$ cat config.mk
export PLATFORM = sky130hd
export DESIGN_NAME = wifi_tx_mapper_ctrl_flat
export DESIGN_NICKNAME = d
export VERILOG_FILES = /design/src/rtl/wifi_tx_pkg.sv /design/src/rtl/wifi_tx_mapper_ctrl_if.sv /design/src/rtl/wifi_tx_bit_packer.sv /design/src/rtl/wifi_tx_mapper_ctrl.sv /design/src/flat_wrapper.sv
export SDC_FILE = /design/constraint.sdc
export NUM_CORES = 1
export LEC_CHECK = 0
export CORE_ASPECT_RATIO = 0.8
export CORE_MARGIN = 3
export CORE_UTILIZATION = 54
export DETAILED_ROUTE_END_ITERATION = 6
export PLACE_DENSITY = 0.79
export SYNTH_ARGS = -nofsm -noshare
export SYNTH_HDL_FRONTEND = slang
export SYNTH_SLANG_ARGS = --single-unit
$ cat constraint.sdc
create_clock -name clk -period 2.3 [get_ports clk]
set_input_delay 0.23 -clock clk [delete_from_list [all_inputs] [get_ports clk]]
set_output_delay 0.23 -clock clk [all_outputs]
set_load 0.03 [all_outputs]
$ cat src/rtl/wifi_tx_pkg.sv
// Shared encodings for the Wi-Fi TX mapper controller: modulation codes,
// subcarrier count, bits-per-group table and FSM state encoding.
package wifi_tx_pkg;

    localparam logic [1:0] MOD_BPSK  = 2'd0;
    localparam logic [1:0] MOD_QPSK  = 2'd1;
    localparam logic [1:0] MOD_QAM16 = 2'd2;
    localparam logic [1:0] MOD_QAM64 = 2'd3;

    localparam int unsigned N_DATA_SC      = 48;
    localparam logic [5:0]  LAST_SC        = 6'(N_DATA_SC - 1);
    localparam int unsigned MAX_GROUP_BITS = 6;

    localparam logic [1:0] ST_IDLE    = 2'd0;
    localparam logic [1:0] ST_COLLECT = 2'd1;
    localparam logic [1:0] ST_ISSUE   = 2'd2;
    localparam logic [1:0] ST_DONE    = 2'd3;

    function automatic logic [2:0] bits_per_mod(input logic [1:0] mod);
        logic [2:0] k;
        case (mod)
            MOD_BPSK:  k = 3'd1;
            MOD_QPSK:  k = 3'd2;
            MOD_QAM16: k = 3'd4;
            MOD_QAM64: k = 3'd6;
            default:   k = 3'd1;
        endcase
        return k;
    endfunction

endpackage

$ cat src/rtl/wifi_tx_mapper_ctrl_if.sv
// Bit-stream input and mapper-side output bundle of the TX mapper controller.
interface wifi_tx_mapper_ctrl_if;

    logic       bit_valid;
    logic       bit_in;
    logic       bit_ready;
    logic       map_valid;
    logic [5:0] map_bits;
    logic [1:0] map_mod;
    logic [5:0] sc_idx;
    logic       sym_last;

    // master: the controller; slave: bit source plus mapper
    modport master (
        input  bit_valid, bit_in,
        output bit_ready, map_valid, map_bits, map_mod, sc_idx, sym_last
    );

    modport slave (
        output bit_valid, bit_in,
        input  bit_ready, map_valid, map_bits, map_mod, sc_idx, sym_last
    );

endinterface

$ cat src/rtl/wifi_tx_bit_packer.sv
// Serial-to-parallel packer: shifts accepted bits in MSB-first and flags the
// bit that completes a k-bit group; group_bits is right-aligned, MSBs zero.
module wifi_tx_bit_packer
    import wifi_tx_pkg::*;
(
    input  logic                      clk,
    input  logic                      reset,
    input  logic                      clr,
    input  logic                      accept,
    input  logic                      bit_in,
    input  logic [2:0]                k,
    output logic                      group_done,
    output logic [MAX_GROUP_BITS-1:0] group_bits
);

    logic [MAX_GROUP_BITS-2:0] shreg_r;
    logic [2:0]                cnt_r;

    // completing bit is taken straight from bit_in so the group is ready in the accept cycle
    always_comb begin
        group_done = accept && (cnt_r == (k - 3'd1));
        group_bits = {shreg_r, bit_in};
    end

    // shift register and group counter, emptied after every full group
    always_ff @(posedge clk or negedge reset) begin
        if (!reset) begin
            shreg_r <= '0;
            cnt_r   <= 3'd0;
        end else if (clr || group_done) begin
            shreg_r <= '0;
            cnt_r   <= 3'd0;
        end else if (accept) begin
            shreg_r <= {shreg_r[MAX_GROUP_BITS-3:0], bit_in};
            cnt_r   <= cnt_r + 3'd1;
        end
    end

endmodule

$ cat src/rtl/wifi_tx_mapper_ctrl.sv
// Wi-Fi TX mapper controller: collects coded bits into constellation groups and
// strobes them to the mapper with subcarrier and symbol bookkeeping.
module wifi_tx_mapper_ctrl
    import wifi_tx_pkg::*;
(
    input  logic                  clk,
    input  logic                  reset,
    input  logic                  start,
    input  logic [1:0]            mod_sel,
    input  logic [7:0]            n_sym,
    wifi_tx_mapper_ctrl_if.master bus,
    output logic                  busy,
    output logic                  done
);

    logic [1:0]                state_r, state_s;
    logic [1:0]                mod_r;
    logic [7:0]                n_sym_r, sym_cnt_r;
    logic [5:0]                sc_cnt_r, sc_idx_r;
    logic [MAX_GROUP_BITS-1:0] map_bits_r, group_bits_s;
    logic                      bit_ready_r, map_valid_r, sym_last_r, busy_r, done_r;
    logic                      accept_s, group_done_s, last_issue_s, clr_s;
    logic [2:0]                k_s;

    assign accept_s     = bus.bit_valid & bit_ready_r;
    assign k_s          = bits_per_mod(mod_r);
    assign clr_s        = (state_r == ST_DONE);
    assign last_issue_s = (sc_cnt_r == LAST_SC) && (sym_cnt_r == (n_sym_r - 8'd1));

    wifi_tx_bit_packer u_packer (
        .clk        (clk),
        .reset      (reset),
        .clr        (clr_s),
        .accept     (accept_s),
        .bit_in     (bus.bit_in),
        .k          (k_s),
        .group_done (group_done_s),
        .group_bits (group_bits_s)
    );

    // next-state logic
    always_comb begin
        state_s = state_r;
        case (state_r)
            ST_IDLE: begin
                if (start) begin
                    state_s = (n_sym == 8'd0) ? ST_DONE : ST_COLLECT;
                end else begin
                    state_s = ST_IDLE;
                end
            end
            ST_COLLECT: begin
                if (group_done_s) begin
                    state_s = ST_ISSUE;
                end else begin
                    state_s = ST_COLLECT;
                end
            end
            ST_ISSUE: state_s = last_issue_s ? ST_DONE : ST_COLLECT;
            ST_DONE:  state_s = ST_IDLE;
            default:  state_s = ST_IDLE;
        endcase
    end

    // state and control outputs, registered from the next state so they align with it
    always_ff @(posedge clk or negedge reset) begin
        if (!reset) begin
            state_r     <= ST_IDLE;
            bit_ready_r <= 1'b0;
            map_valid_r <= 1'b0;
            busy_r      <= 1'b0;
            done_r      <= 1'b0;
        end else begin
            state_r     <= state_s;
            bit_ready_r <= (state_s == ST_COLLECT);
            map_valid_r <= (state_s == ST_ISSUE);
            busy_r      <= (state_s != ST_IDLE);
            done_r      <= (state_s == ST_DONE);
        end
    end

    // frame parameters, mapper data and subcarrier/symbol counters
    always_ff @(posedge clk or negedge reset) begin
        if (!reset) begin
            mod_r      <= MOD_BPSK;
            n_sym_r    <= 8'd0;
            sc_cnt_r   <= 6'd0;
            sym_cnt_r  <= 8'd0;
            sc_idx_r   <= 6'd0;
            map_bits_r <= '0;
            sym_last_r <= 1'b0;
        end else begin
            sym_last_r <= 1'b0;
            if ((state_r == ST_IDLE) && start) begin
                mod_r   <= mod_sel;
                n_sym_r <= n_sym;
            end
            if ((state_r == ST_COLLECT) && group_done_s) begin
                map_bits_r <= group_bits_s;
                sc_idx_r   <= sc_cnt_r;
                sym_last_r <= (sc_cnt_r == LAST_SC);
            end
            if (state_r == ST_ISSUE) begin
                if (sc_cnt_r == LAST_SC) begin
                    sc_cnt_r  <= 6'd0;
                    sym_cnt_r <= sym_cnt_r + 8'd1;
                end else begin
                    sc_cnt_r  <= sc_cnt_r + 6'd1;
                end
            end
            if (state_r == ST_DONE) begin
                sc_cnt_r  <= 6'd0;
                sym_cnt_r <= 8'd0;
            end
        end
    end

    assign bus.bit_ready = bit_ready_r;
    assign bus.map_valid = map_valid_r;
    assign bus.map_bits  = map_bits_r;
    assign bus.map_mod   = mod_r;
    assign bus.sc_idx    = sc_idx_r;
    assign bus.sym_last  = sym_last_r;
    assign busy          = busy_r;
    assign done          = done_r;

endmodule

$ cat src/flat_wrapper.sv
// flat-port wrapper written by rule: the top's interface ports become plain ports
module wifi_tx_mapper_ctrl_flat import wifi_tx_pkg::*;
  (clk, reset, start, mod_sel, n_sym, busy, done, bus_bit_valid, bus_bit_in, bus_bit_ready, bus_map_valid, bus_map_bits, bus_map_mod, bus_sc_idx, bus_sym_last);
  wifi_tx_mapper_ctrl_if bus_i ();
  input  logic clk;
  input  logic reset;
  input  logic start;
  input  logic [1:0] mod_sel;
  input  logic [7:0] n_sym;
  output logic busy;
  output logic done;
  input wire logic [$bits(bus_i.bit_valid)-1:0] bus_bit_valid;
  input wire logic [$bits(bus_i.bit_in)-1:0] bus_bit_in;
  output wire logic [$bits(bus_i.bit_ready)-1:0] bus_bit_ready;
  output wire logic [$bits(bus_i.map_valid)-1:0] bus_map_valid;
  output wire logic [$bits(bus_i.map_bits)-1:0] bus_map_bits;
  output wire logic [$bits(bus_i.map_mod)-1:0] bus_map_mod;
  output wire logic [$bits(bus_i.sc_idx)-1:0] bus_sc_idx;
  output wire logic [$bits(bus_i.sym_last)-1:0] bus_sym_last;
  assign bus_i.bit_valid = bus_bit_valid;
  assign bus_i.bit_in = bus_bit_in;
  assign bus_bit_ready = bus_i.bit_ready;
  assign bus_map_valid = bus_i.map_valid;
  assign bus_map_bits = bus_i.map_bits;
  assign bus_map_mod = bus_i.map_mod;
  assign bus_sc_idx = bus_i.sc_idx;
  assign bus_sym_last = bus_i.sym_last;
  wifi_tx_mapper_ctrl u_core (.clk(clk), .reset(reset), .start(start), .mod_sel(mod_sel), .n_sym(n_sym), .bus(bus_i), .busy(busy), .done(done));
endmodule
==> impl_metrics.py, run 1 <==
metrics = {
    "route": {
        "finalWirelength_mm": 5.242,
        "ant_nets": 0,
        "drt-wirelength-per-cell_um": 14.68,
        "vias_per_cell": 5.594,
        "drc": 0,
        "vias": 1997,
        "drt_first_iter_violations": 134,
        "drtPass1Iterations": 4,
    },
    "synth": {
        "synth_top_area_cell": "dfrtp_1",
        "async_flop_share_pct": 100.0,
        "synth_top_area_share_pct": 52.25,
        "seq_area_frac_synth_pct": 52.25,
        "synth_nets": 275,
        "synth_area_leaders": "dfrtp_1, nand2_1, mux2_2",
        "syn_area_mm2": 0.002442,
        "yosysWarningCount": 0,
        "synth.most_common_cell": "nand2_1",
        "synth-edff-count": 0,
        "synth-seq-cells": 51,
        "ys.flop_type": "dfrtp_1",
        "ys_types": 44,
        "ys_top_cells_by_count": "nand2_1, dfrtp_1, a21oi_1, o21ai_0, nor2_1",
        "synth.avg_cell_area_um2": 9.540,
        "synth_cells": 256,
    },
    "place": {
        "io_buffers": 33,
        "hpwlAfterDp_mm": 3.759,
        "dp_slack_ps": 175.8,
        "place.gp.congestion": 0.8607,
        "placed_cell_area_mm2": 0.002883,
    },
    "global_route": {
        "gr-total-overflow": 0,
        "grt_pass1_vias": 1887,
        "grt_start_max_net_pins": 32,
        "grt_usage_pct": 21.61,
        "antenna_found_initial": 0,
        "grt_pass1_wl_mm": 8.818,
    },
    "final_layout": {
        "area_growth_pct": 22.44,
        "n_antenna_cell": 0,
        "final_nets": 318,
        "fin_area_mm2": 0.002990,
        "layout-drive-gt1-share_pct": 10.33,
    },
    "timing": {
        "max_freq_mhz": 463.9,
        "worst_pin_slew_ps": 690.2,
        "min_period_ps": 2156,
        "setup_ws_ps": 144.1,
        "hold_viol": 0,
        "max_slew_margin_pct": 53.99,
        "finalSetupViolations": 0,
        "fin_setup_tns_ps": 0,
        "period_share_pct": 93.73,
        "report.final.slew_viol_count": 0,
        "clock_skew_ps": 5.402,
        "rsz0062_at_grt": "no",
    },
    "job": {
        "drv_cap": 0,
    },
    "setup_path": {
        "cp-end-kind": "register",
        "crit_family": "simple AND/OR/NAND/NOR gates",
        "start_kind": "register",
        "required_ps": 2550,
        "critPathMaxFanout": 5,
        "crit_chain": "ha_2 > and4b_1 > and2_0 > nand2_1 > or4_1 > o21ai_2 > nor2b_1",
        "path_buf_inv": 0,
        "cpPeakStageDelay_ps": 590,
        "crit_type": "reg2reg",
        "crit_arrival_ps": 2400,
        "crit_slowest_cell": "or4_1",
    },
    "die": {
        "num_rows": 21,
        "die_area_mm2": 0.005371,
        "fp.dieW_um": 81.19,
        "die_h_um": 66.15,
        "ioPinCount": 34,
        "initial_core_util_pct": 57.38,
        "core_mm2": 0.004257,
    },
    "pwr": {
        "powerDensity_mw_per_mm2": 1126,
        "p_leak_nw": 1.369,
        "irDropWorstVdd_mv": 0.7762,
        "p_total_mw": 3.368,
    },
    "min_path": {
        "min_path_type": "reg2reg",
    },
    "clock_network": {
        "clockBufferDepth": 2,
        "tritoncts": "built",
        "clock_latency_ps": 310,
        "cts-root-buf": "clkbuf_8",
        "cts.sinks": 51,
        "path_clk_slew_ps": 90,
        "ctsHtreeMaxLevel": 2,
        "cts_inserted_buffers": 5,
    },
    "status": {
        "status": "finished clean",
    },
}
worst paths after layout:
path                       slack, ps                endpoint  cells after the start            startpoint
setup / recovery                 140             u_core.done                      7    u_core.sc_cnt_r[0]
hold / removal                   480    u_core.bus.sc_idx[4]                      2  u_core.bus.sc_idx[4]
setup reg to reg                 140             u_core.done                      7    u_core.sc_cnt_r[0]
hold reg to reg                  480    u_core.bus.sc_idx[4]                      2  u_core.bus.sc_idx[4]
max in group asynchronous       1180  u_core.bus.map_bits[2]                      3                 reset
min in group asynchronous        490    u_core.bus.sc_idx[2]                      2                 reset
layout make-up:
| cell class | count | area [um2] |
|---|---|---|
| flip-flops and latches | 51 | 1276 |
| fillers | 339 | 1266 |
| multi-input cells | 189 | 1107 |
| repair buffers | 44 | 410.4 |
| clock buffers | 7 | 86.33 |
| well taps | 57 | 71.32 |
| inverters | 8 | 30.03 |
| clock inverters | 1 | 8.758 |
where the power goes:
| part | internal [mW] | switching [mW] | total (mW) |
|---|---|---|---|
| registers | 1.16 | 0.273 | 1.43 |
| clock network | 0.247 | 0.300 | 0.547 |
| logic | 0.617 | 0.771 | 1.39 |
what timing repair did:
item	4_1_cts	5_1_grt
hold buffers	1	0
hold endpoints to repair	29	0
endpoints found under the setup margin	0	1
resized for setup	0	1
buffers inserted	0	0
flip-flops by register name (all words and copies together) (netlist names):
name                     flops
u_core.bus.map_mod           2
u_core.done                  1
u_core.bus.sym_last          1
u_core.bus.map_bits          6
u_core.state_r               2
u_core.n_sym_r               8
u_core.u_packer.shreg_r      5
u_core.bus.bit_ready         1
u_core.bus.map_valid         1
u_core.u_packer.cnt_r        3
u_core.sc_cnt_r              6
u_core.bus.sc_idx            6
u_core.busy                  1
u_core.sym_cnt_r             8
metrics by stage:
stage | cells | utilization, % | hold slack [ps]
CTS | 357 | 70.19 | 485.7
detailed placement | 348 | 67.72 | 309.8
finish | 357 | 70.25 | 480.2
global placement | 348 | 67.72 | 316.1
floorplan | 256 | - | -65.59
global route | 357 | 70.25 | 501.3
routing by layer:
metal | share of wire, % | GRT usage (%)
met1 | 49 | 30.39
met5 | 0 | 0
met4 | 0.88 | 7.384
met2 | 47 | 33.40
met3 | 3.1 | 4.223
worst register-to-register path: stages (launching register included):
cell and delay [ps]:
dfrtp_1 430, ha_2 240, and4b_1 260, and2_0 180, nand2_1 80, or4_1 590
o21ai_2 180, nor2b_1 140
cell families after synthesis:
logic type / count (synthesis) / share of synthesized area (%)
AO/OA/AOI/OAI: 44 / 11.27
adder cells (fa/ha/maj): 4 / 2.049
buffers and inverters: 16 / 2.510
AND/OR/NAND/NOR: 119 / 23.11
XOR/XNOR: 13 / 4.662
flip-flops: 51 / 52.25
multiplexers: 9 / 4.150
cell usage in the layout (no fill, tap or decap), types with 2 or more instances in the layout:
master and n:
a21oi_1 15, a22o_1 3, and2_1 3, and3_1 6, buf_4 10, clkbuf_8 6
clkdlybuf4s50_1 32, dfrtp_1 51, ha_1 3, inv_1 7, mux2_2 9, nand2_1 66
nand2b_1 3, nand3_1 6, nand4_1 3, nor2_1 11, nor3_1 6, nor4_1 2
o211ai_1 2, o21ai_0 12, o2bb2ai_1 3, or4_1 2, or4b_2 2, xnor2_1 6
xor2_1 7
(Power assumes the default switching activity.)
==> run 2: changes to the inputs <==
Settings changed: CORE_MARGIN 3 to not set.
==> impl_metrics.py, run 2 (synthesis results as in run 1) <==
metrics = {
    "setup_path": {
        "required_ps": 2530,
        "crit_type": "reg2reg",
        "crit_arrival_ps": 2390,
        "critPathMaxFanout": 5,
        "start_kind": "register",
        "r2r_cells": 7,
        "cp-end-kind": "register",
    },
    "route": {
        "drtPass1Iterations": 5,
        "vias": 1969,
        "drt_first_iter_violations": 140,
        "ant_nets": 0,
        "drc": 0,
        "vias_per_cell": 5.515,
        "finalWirelength_mm": 5.185,
        "drt-wirelength-per-cell_um": 14.52,
    },
    "timing": {
        "setup_ws_ps": 143.5,
        "max_slew_margin_pct": 59.04,
        "report.final.slew_viol_count": 0,
        "finalSetupViolations": 0,
        "min_period_ps": 2157,
        "period_share_pct": 93.76,
        "whs_ps": 362.7,
        "clock_skew_ps": 7.602,
        "max_freq_mhz": 463.7,
        "worst_pin_slew_ps": 610.3,
        "hold_viol": 0,
    },
    "pwr": {
        "p_total_mw": 3.486,
        "p_switching_mw": 1.343,
        "sequentialPowerShare_pct": 41.3,
        "pwr-share-clk_pct": 18.5,
        "irDropWorstVdd_mv": 0.7301,
        "p_int_mw": 2.142,
        "powerDensity_mw_per_mm2": 1154,
        "p_leak_nw": 1.381,
        "switching_share_pct": 38.53,
        "power_frac_comb_pct": 40.3,
    },
    "final_layout": {
        "area_growth_pct": 23.62,
        "n_antenna_cell": 0,
        "final_nets": 318,
        "most-common-layout-cells": "nand2_1, dfrtp_1, clkdlybuf4s50_1, a21oi_1, o21ai_0",
        "fillCellCount": 336,
        "reg_top3": "u_core.n_sym_r x8, u_core.sym_cnt_r x8",
        "layout_commonest_cell": "nand2_1",
        "layout-drive-gt1-share_pct": 11.67,
    },
    "global_route": {
        "grt_start_max_net_pins": 22,
        "grt_pass1_vias": 1810,
        "gr-total-overflow": 0,
        "grt_usage_pct": 23.30,
        "grt_pass1_wl_mm": 8.680,
        "antenna_found_initial": 0,
    },
    "clock_network": {
        "cts.sinks": 51,
        "path_clk_slew_ps": 90,
        "clockBufferDepth": 2,
        "cts-root-buf": "clkbuf_8",
        "cts_inserted_buffers": 5,
        "ctsHtreeMaxLevel": 2,
        "clock_latency_ps": 300,
        "tritoncts": "built",
    },
    "die": {
        "die_area_mm2": 0.004797,
        "ioPinCount": 34,
        "num_rows": 21,
        "die_h_um": 62.15,
        "fp.dieW_um": 77.19,
        "initial_core_util_pct": 57.38,
        "core_mm2": 0.004257,
    },
    "place": {
        "place.gp.congestion": 0.8246,
        "dp_slack_ps": 157.3,
        "hpwlAfterDp_mm": 3.740,
        "io_buffers": 33,
    },
    "job": {
        "drv_cap": 0,
    },
    "min_path": {
        "min_path_type": "in2async",
    },
    "status": {
        "status": "finished clean",
    },
}
## run 2: critical path, cell delays in order, from the launching register on
cell and delay (ps):
dfrtp_2 420, ha_2 220, and4b_2 270, and2_0 190, nand2_1 90, or4_1 580, o21ai_2 170, nor2b_1 150
## run 2: metal layers
metal  routed length [um]  GRT usage (%)  vias up  part of all wire [%]
met5                    0              0        -                     0
met4                   48          7.075        0                  0.93
met3                  208          4.412        5                   4.0
met2                 2392          35.18       43                    46
met1                 2536          34.08      950                    49
li1                     -              -      971                     -
## run 2: repair_timing
action	4_1_cts	5_1_grt
hold buffers	1	0
endpoints found under the hold margin	15	0
setup buffers	0	1
resized for setup	0	4
setup endpoints to repair	0	2
## run 2: power by group through the flow
stage / Clock [mW] / Combinational, mW / Sequential [mW]
floorplan: 0 / 0.749 / 1.57
finish: 0.643 / 1.40 / 1.44
global placement: 0 / 1.34 / 1.44
detailed placement: 0 / 1.37 / 1.45
CTS: 0.653 / 1.38 / 1.44
global route: 0.699 / 1.53 / 1.48
## run 2: path summary, 6_finish.rpt
| kind | slack (ps) | from | end |
|---|---|---|---|
| setup / recovery | 140 | u_core.sc_cnt_r[0] | u_core.done |
| hold / removal | 360 | reset | u_core.bus.sc_idx[3] |
| setup reg to reg | 140 | u_core.sc_cnt_r[0] | u_core.done |
| hold reg to reg | 480 | u_core.bus.map_bits[3] | u_core.bus.map_bits[3] |
| max in group asynchronous | 1340 | reset | u_core.u_packer.cnt_r[2] |
| min in group clk | 480 | u_core.bus.map_bits[3] | u_core.bus.map_bits[3] |
## run 2: area by class of cell
type | instances | area, um2 | share of cell area [%]
sequential | 51 | 1277 | 42.31
clock inverter | 2 | 35.03 | 1.160
multi-input combinational | 189 | 1112 | 36.84
timing repair buffer | 44 | 410.4 | 13.59
clock buffer | 6 | 82.58 | 2.735
tap | 57 | 71.32 | 2.362
inverter | 8 | 30.03 | 0.9946
## run 2: per-stage QoR
| stage | util, % | setup TNS (ps) | cell area (um2) | instances |
|---|---|---|---|---|
| after global routing | 70.93 | -10.89 | 3019 | 357 |
| after detailed placement | 67.55 | 0 | 2875 | 347 |
| after CTS | 70.55 | 0 | 3003 | 356 |
| after floorplan | - | 0 | 2442 | 256 |
| final | 70.93 | 0 | 3019 | 357 |
| after global placement | 67.55 | 0 | 2875 | 347 |
